[src/rtl/eth_pkg.sv]
// Shared Ethernet/ARP constants, transmit FSM state type and CRC-32 byte step.
// Latency: n/a (package only).
// Backpressure: n/a (package only).
// Contents: framing constants, ARP field constants, CRC constants, tx_state_t, crc32_step8().
package eth_pkg;

  localparam logic [7:0]  ETH_PREAMBLE   = 8'h55;
  localparam logic [7:0]  ETH_SFD        = 8'hD5;
  localparam logic [15:0] ETHTYPE_ARP    = 16'h0806;
  localparam logic [15:0] ETHTYPE_IPV4   = 16'h0800;

  localparam logic [15:0] ARP_HTYPE_ETH  = 16'h0001;
  localparam logic [7:0]  ARP_HLEN       = 8'h06;
  localparam logic [7:0]  ARP_PLEN       = 8'h04;
  localparam logic [15:0] ARP_OPER_REQ   = 16'h0001;
  localparam logic [15:0] ARP_OPER_REPLY = 16'h0002;

  localparam int ETH_MIN_FRAME = 60;
  localparam int PREAMBLE_LEN  = 7;
  localparam int ETH_HDR_LEN   = 14;
  localparam int ARP_BODY_LEN  = 28;
  localparam int PAD_LEN       = ETH_MIN_FRAME - ETH_HDR_LEN - ARP_BODY_LEN;
  localparam int FCS_LEN       = 4;

  localparam logic [31:0] CRC_INIT      = 32'hFFFF_FFFF;
  // Residue after running the reflected CRC over frame+FCS, shown in
  // bit-reversed (MSB-first) form as quoted for 802.3 receivers.
  localparam logic [31:0] CRC_RESIDUE   = 32'hC704_DD7B;
  localparam logic [31:0] CRC_POLY_REFL = 32'hEDB8_8320;

  typedef enum logic [2:0] {
    S_IDLE,
    S_PREAMBLE,
    S_SFD,
    S_ETH_HDR,
    S_ARP_BODY,
    S_PAD,
    S_FCS,
    S_IFG
  } tx_state_t;

  // One byte of the LSB-first (reflected) CRC-32, data consumed bit 0 first.
  function automatic logic [31:0] crc32_step8(input logic [31:0] crc, input logic [7:0] d);
    logic [31:0] c;
    c = crc ^ {24'h0, d};
    for (int i = 0; i < 8; i++) begin
      c = c[0] ? ((c >> 1) ^ CRC_POLY_REFL) : (c >> 1);
    end
    return c;
  endfunction

endpackage

[src/rtl/crc32_d8.sv]
// 8-bit parallel Ethernet CRC-32 register with synchronous preset and update enable.
// Latency: crc reflects a byte one cycle after it is presented with en=1.
// Backpressure: none; caller gates en.
// Ports: clk, rst_n (sync, active-low), init (preset to CRC_INIT), en, din[7:0], crc[31:0] (raw register, not inverted).
module crc32_d8
  import eth_pkg::*;
(
  input  logic        clk,
  input  logic        rst_n,
  input  logic        init,
  input  logic        en,
  input  logic [7:0]  din,
  output logic [31:0] crc
);

  always_ff @(posedge clk) begin
    if (!rst_n) begin
      crc <= CRC_INIT;
    end else if (init) begin
      crc <= CRC_INIT;
    end else if (en) begin
      crc <= crc32_step8(crc, din);
    end
  end

endmodule

[src/rtl/arp_reply_tx_gmii.sv]
// GMII ARP reply transmitter: one pulse -> preamble/SFD, 60-byte ARP frame (padded), FCS, then IFG.
// Latency: pulse accepted at edge N, first preamble byte driven at edge N+1; tx_done 84 edges after accept.
// Backpressure: none; pulses while busy are dropped, busy stays high until the IFG ends.
// Ports: clk_125m, rst_n (sync, active-low), tx_en_pulse, dst_mac[47:0], dst_ip[31:0],
//        busy, tx_done, gmii_txen, gmii_txd[7:0].
// Optional: define ARP_REQUEST_TX_EN to add input req_mode (1 = broadcast ARP request).
module arp_reply_tx_gmii
  import eth_pkg::*;
#(
  parameter logic [47:0] LOCAL_MAC  = 48'h00_07_ed_ac_62_00,
  parameter logic [31:0] LOCAL_IP   = 32'hc0_a8_00_02,
  parameter int          IFG_CYCLES = 12
) (
  input  logic        clk_125m,
  input  logic        rst_n,
  input  logic        tx_en_pulse,
  input  logic [47:0] dst_mac,
  input  logic [31:0] dst_ip,
`ifdef ARP_REQUEST_TX_EN
  input  logic        req_mode,
`endif
  output logic        busy,
  output logic        tx_done,
  output logic        gmii_txen,
  output logic [7:0]  gmii_txd
);

  tx_state_t   state;
  tx_state_t   state_nxt;
  logic [6:0]  cnt;
  logic [6:0]  last_idx;
  logic        last;
  logic        accept;

  logic [47:0] lat_mac;
  logic [31:0] lat_ip;
  logic        lat_req;

  logic [47:0] eth_dst;
  logic [47:0] arp_tha;
  logic [15:0] arp_oper;
  logic [13:0][7:0] hdr_pk;
  logic [27:0][7:0] arp_pk;
  logic [3:0][7:0]  fcs_pk;

  logic [7:0]  txd_nxt;
  logic        txen_nxt;
  logic        crc_init;
  logic        crc_en;
  logic [31:0] crc_q;

  assign accept = (state == S_IDLE) && tx_en_pulse;
  assign busy   = (state != S_IDLE);

  // Last byte index of the current state; every state is walked by cnt from 0.
  always_comb begin
    last_idx = 7'd0;
    case (state)
      S_PREAMBLE: last_idx = 7'(PREAMBLE_LEN - 1);
      S_SFD:      last_idx = 7'd0;
      S_ETH_HDR:  last_idx = 7'(ETH_HDR_LEN - 1);
      S_ARP_BODY: last_idx = 7'(ARP_BODY_LEN - 1);
      S_PAD:      last_idx = 7'(PAD_LEN - 1);
      S_FCS:      last_idx = 7'(FCS_LEN - 1);
      S_IFG:      last_idx = 7'(IFG_CYCLES - 1);
      default:    last_idx = 7'd0;
    endcase
  end

  assign last = (cnt == last_idx);

  // ---------------------------------------------------------------- state register
  always_ff @(posedge clk_125m) begin
    if (!rst_n) begin
      state <= S_IDLE;
      cnt   <= 7'd0;
    end else begin
      state <= state_nxt;
      cnt   <= (state_nxt != state || state == S_IDLE) ? 7'd0 : cnt + 7'd1;
    end
  end

  // ---------------------------------------------------------------- next state
  always_comb begin
    state_nxt = state;
    case (state)
      S_IDLE:     if (tx_en_pulse) state_nxt = S_PREAMBLE;
      S_PREAMBLE: if (last)        state_nxt = S_SFD;
      S_SFD:      if (last)        state_nxt = S_ETH_HDR;
      S_ETH_HDR:  if (last)        state_nxt = S_ARP_BODY;
      S_ARP_BODY: if (last)        state_nxt = S_PAD;
      S_PAD:      if (last)        state_nxt = S_FCS;
      S_FCS:      if (last)        state_nxt = S_IFG;
      S_IFG:      if (last)        state_nxt = S_IDLE;
      default:                     state_nxt = S_IDLE;
    endcase
  end

  // ---------------------------------------------------------------- request capture
  // Addresses are frozen at accept so the frame in flight never sees input changes.
  always_ff @(posedge clk_125m) begin
    if (!rst_n) begin
      lat_mac <= 48'h0;
      lat_ip  <= 32'h0;
    end else if (accept) begin
      lat_mac <= dst_mac;
      lat_ip  <= dst_ip;
    end
  end

`ifdef ARP_REQUEST_TX_EN
  always_ff @(posedge clk_125m) begin
    if (!rst_n) begin
      lat_req <= 1'b0;
    end else if (accept) begin
      lat_req <= req_mode;
    end
  end
`else
  assign lat_req = 1'b0;
`endif

  // Request frames broadcast and leave THA unknown; replies echo the requester.
  assign eth_dst  = lat_req ? 48'hFFFF_FFFF_FFFF : lat_mac;
  assign arp_tha  = lat_req ? 48'h0 : lat_mac;
  assign arp_oper = lat_req ? ARP_OPER_REQ : ARP_OPER_REPLY;

  // Highest packed element is the first byte on the wire (network order).
  assign hdr_pk = {eth_dst, LOCAL_MAC, ETHTYPE_ARP};
  assign arp_pk = {ARP_HTYPE_ETH, ETHTYPE_IPV4, ARP_HLEN, ARP_PLEN, arp_oper,
                   LOCAL_MAC, LOCAL_IP, arp_tha, lat_ip};
  // FCS goes out low byte first, so element 0 is sent first.
  assign fcs_pk = ~crc_q;

  // ---------------------------------------------------------------- output decode
  always_comb begin
    txd_nxt  = 8'h00;
    txen_nxt = 1'b0;
    crc_init = 1'b0;
    crc_en   = 1'b0;
    case (state)
      S_PREAMBLE: begin
        txd_nxt  = ETH_PREAMBLE;
        txen_nxt = 1'b1;
      end
      S_SFD: begin
        txd_nxt  = ETH_SFD;
        txen_nxt = 1'b1;
        crc_init = 1'b1;
      end
      S_ETH_HDR: begin
        txd_nxt  = hdr_pk[4'(4'd13 - cnt[3:0])];
        txen_nxt = 1'b1;
        crc_en   = 1'b1;
      end
      S_ARP_BODY: begin
        txd_nxt  = arp_pk[5'(5'd27 - cnt[4:0])];
        txen_nxt = 1'b1;
        crc_en   = 1'b1;
      end
      S_PAD: begin
        txd_nxt  = 8'h00;
        txen_nxt = 1'b1;
        crc_en   = 1'b1;
      end
      S_FCS: begin
        txd_nxt  = fcs_pk[cnt[1:0]];
        txen_nxt = 1'b1;
      end
      default: begin
        txd_nxt  = 8'h00;
        txen_nxt = 1'b0;
      end
    endcase
  end

  // CRC consumes exactly the byte being registered onto gmii_txd.
  crc32_d8 u_crc (
    .clk   (clk_125m),
    .rst_n (rst_n),
    .init  (crc_init),
    .en    (crc_en),
    .din   (txd_nxt),
    .crc   (crc_q)
  );

  always_ff @(posedge clk_125m) begin
    if (!rst_n) begin
      gmii_txen <= 1'b0;
      gmii_txd  <= 8'h00;
      tx_done   <= 1'b0;
    end else begin
      gmii_txen <= txen_nxt;
      gmii_txd  <= txd_nxt;
      tx_done   <= (state == S_IFG) && last;
    end
  end

endmodule

[config.mk]
export PLATFORM = sky130hd
export DESIGN_NAME = arp_reply_tx_gmii
export DESIGN_NICKNAME = d
export VERILOG_FILES = /design/src/rtl/eth_pkg.sv /design/src/rtl/crc32_d8.sv /design/src/rtl/arp_reply_tx_gmii.sv
export SDC_FILE = /design/constraint.sdc
export NUM_CORES = 1
export LEC_CHECK = 0
export BUFFER_PORTS_ARGS = -buffer_cell sky130_fd_sc_hd__buf_2
export CAP_MARGIN = 20
export CORE_MARGIN = 2
export CORE_UTILIZATION = 45
export CTS_CLUSTER_DIAMETER = 40
export DETAILED_ROUTE_END_ITERATION = 16
export HOLD_SLACK_MARGIN = 0.1
export PLACE_DENSITY = 0.67
export SETUP_SLACK_MARGIN = 0.05
export SLEW_MARGIN = 20
export SYNTH_ARGS = -nofsm -noshare
export SYNTH_HDL_FRONTEND = slang
export SYNTH_SLANG_ARGS = --single-unit
export TNS_END_PERCENT = 100
[constraint.sdc]
create_clock -name clk_125m -period 4 [get_ports clk_125m]
set_input_delay 0.6 -clock clk_125m [delete_from_list [all_inputs] [get_ports clk_125m]]
set_output_delay 0.6 -clock clk_125m [all_outputs]
set_load 0.1 [all_outputs]
==> summary.txt <==
Outcome
  – Status: completed

Global routing
  – Vias in the first global route: 6091
  – Grt ovf: 0
  – First-pass GRT wire length: 34.0 mm
  – GRT Util Overall: between 20% and 30%
  – Antenna violations before repair: 0
  – Largest net degree at the start of global routing: 54

Pwr
  – VDD IR max: 0.465 mV
  – Power per Cell Area: 870 nW/um2
  – Tot Pwr: 7.88 mW
  – Pleak: 3.60 nW

STA
  – Final Hold Vio Count: 0
  – Worst slew pin tran: 900 ps
  – RSZ-0062 raised after global routing: false
  – Hold slack: 415 ps
  – Max-slew headroom: 40.0%
  – Setup slack after layout: between 200 and 300 ps
  – Fin crit share: 92.8%
  – Max Clock Skew: ~9.3 ps
  – Setup_tns: 0 ps
  – Achievable Freq: 270 MHz
  – Slew Limit Fails: 0
  – Setup Viol. Count Final: 0
  – Clock period minus worst slack: 3710 ps

Critical path
  – Reg-to-reg startpoint: cnt[2]
  – Worst stage delay on the critical path: 530 ps
  – Required @ worst endpoint: around 4400 ps
  – Critical Path Start: cnt[2]
  – Crit path max fanout: 17
  – CP top delay family: XOR/XNOR gates
  – Crit path kind: register to register
  – Crit path cell chain: clkinv_1 -> ha_1 -> and2_1 -> a222oi_1 -> a21oi_1 -> nor3_2 -> xor3_2 -> xnor2_1 -> xnor3_1 -> o21ai_1
  – CP Capture Type: register
  – Arrival @ worst endpoint: 4070 ps
  – Worst setup SP type: register
  – CP bufs+invs: 1
  – Slowest stage cell, crit path: ha_1
  – FF-to-FF setup slack: 290 ps

CTS
  – H-tree levels: 4
  – Clock Path Buffers: 2
  – Hold buffers post-CTS: 0
  – CTS sink cnt: between 100 and 150
  – CTS tree: built
  – Total CTS buffers: 17
  – Clock Latency Late Sink: ~430 ps
  – Postcts setup bufs: 0
  – CTS resizes: 0
  – Clock transition at path regs: ~60 ps
  – CTS root buffer: clkbuf_16

Floorplan
  – Chip width: ~130 um
  – Die span in y: ~130 um
  – Die ar.: 18100 um2
  – Number of I/O pins: 94
  – Starting density of the core: a little under half
  – Core Box Area: 16600 um2
  – Cell Rows: between 40 and 50

Min path
  – Hold Crit Class: input pin to register
  – Hold Startpoint: dst_ip[3]

Drt
  – Vias: around 6400
  – Routed wire length: 21.3 mm
  – Pre-antenna DRT Iters: 5
  – Initial DRC count: between 500 and 600
  – Drt drc: 0
  – Routed len/inst: 18.1 um
  – Via/cell ratio: 5.47
  – ANT nets after route: 0

Final layout
  – Final non-filler cell area: about 9100 um2
  – Most frequent cells in the layout: 188 x nand2_1, 130 x dfxtp_1, 93 x buf_2
  – Util after Layout: between 50% and 60%
  – Filler-free cell count of the finished design: ~1200
  – Diode count: 0
  – Area grow syn2layout: 18.5%
  – Nets: roughly 1000
  – # fillers: 1534
  – Commonest non-fill, non-tap cell in the layout: nand2_1
  – Share of cells above drive strength 1: 23.0%

Synth
  – Ys async rst share: 0%
  – Post-synthesis cell count: 853
  – Mapped cell area: 7650 um2
  – Cell accounting for the most synthesized area: dfxtp_1
  – EDFF count, synth: 0
  – Synth Area per Inst: 8.97 um2
  – Synth top area cells: dfxtp_1 35%, nand2_1 9.3%, a21boi_0 8.0%
  – Yosys reg bits: 132
  – Syn nets: 945
  – Synth warnings: 0
  – Synth unique cells: 78
  – Yosys top cell area share: 34.6%
  – Post-synthesis sequential area ratio: about a third
  – Ys flop type: dfxtp_1

Place
  – Dpl ws: 374 ps
  – Placed Instances: between 1000 and 1500
  – Port Buffers: a little over 90
  – Final Wtd Congestion: 0.952
  – Post-DP HPWL: 15.4 mm
  – DP Area: 8390 um2

Flow run
  – Max_cap viols: 0
==> metal layers <==
layer  track usage (%)  vias to the layer above  wire [um]
met2              35.0                      225       9110
met1              36.5                     3021      10600
met3              4.20                       33       1130
li1                  -                     3155          -
met4              9.06                        0        462
met5                 0                        -          0
==> where the power goes <==
| group | total [mW] | switching [mW] | internal (mW) |
|---|---|---|---|
| Clock | 1.77 | 0.611 | 1.16 |
| Sequential | 1.86 | 0.254 | 1.61 |
| Combinational | 4.25 | 2.30 | 1.95 |
| Total | 7.88 | 3.16 | 4.72 |
==> Yosys cell counts (all sizes together) (4+ instances only) <==
cell and number:
buf 22, nand2 189, mux2 13, ha 9
and2 9, nand3 7, dfxtp 132, o21ai 35
a21oi 20, a21boi 81, nor3 11, nor4 4
a31oi 4, xor2 26, inv 8, nor2b 11
clkbuf 40, o211ai 12, xnor2 42, nor2 52
nand4 5, nand2b 6, mux4 20, and3 4
a22oi 5, mux2i 23, xnor3 9
==> kinds of logic after synthesis <==
| kind of cell | count (synthesis) | share of synthesized area [%] |
|---|---|---|
| simple gates | 310 | 17.7 |
| compound gates | 196 | 18.7 |
| flops | 132 | 34.6 |
| xor+xnor | 79 | 12.2 |
| buf+inv | 71 | 4.58 |
| mux | 56 | 10.8 |
| fa+ha+maj | 9 | 1.47 |
==> worst paths after layout <==
kind / to / cells past startpoint
min reg2reg: arp_tha[45] / 2
min: lat_ip[3] / 3
max reg2reg: u_crc.crc[19] / 10
max: u_crc.crc[19] / 10
==> registers in the layout, indices dropped and copies added (netlist names) <==
register,cells
gmii_txen,1
cnt,7
state,3
gmii_txd,8
arp_tha,48
u_crc.crc,32
tx_done,1
lat_ip,32
==> cell type report <==
type	count	area (um2)	area share [%]
tap	220	275	3.04
clock buffer	21	470	5.19
timing repair buffer	133	778	8.59
multi-input combinational	650	4660	51.4
inverter	9	33.8	0.373
sequential	132	2650	29.2
clock inverter	11	198	2.18
==> worst reg2reg max path, cell delays in order, from the launching register on <==
cell,delay [ps]
dfxtp_1,410
clkinv_1,110
ha_1,530
and2_1,310
a222oi_1,330
a21oi_1,130
nor3_2,390
xor3_2,530
xnor2_1,330
xnor3_1,460
o21ai_1,120
(Power assumes the default switching activity.)
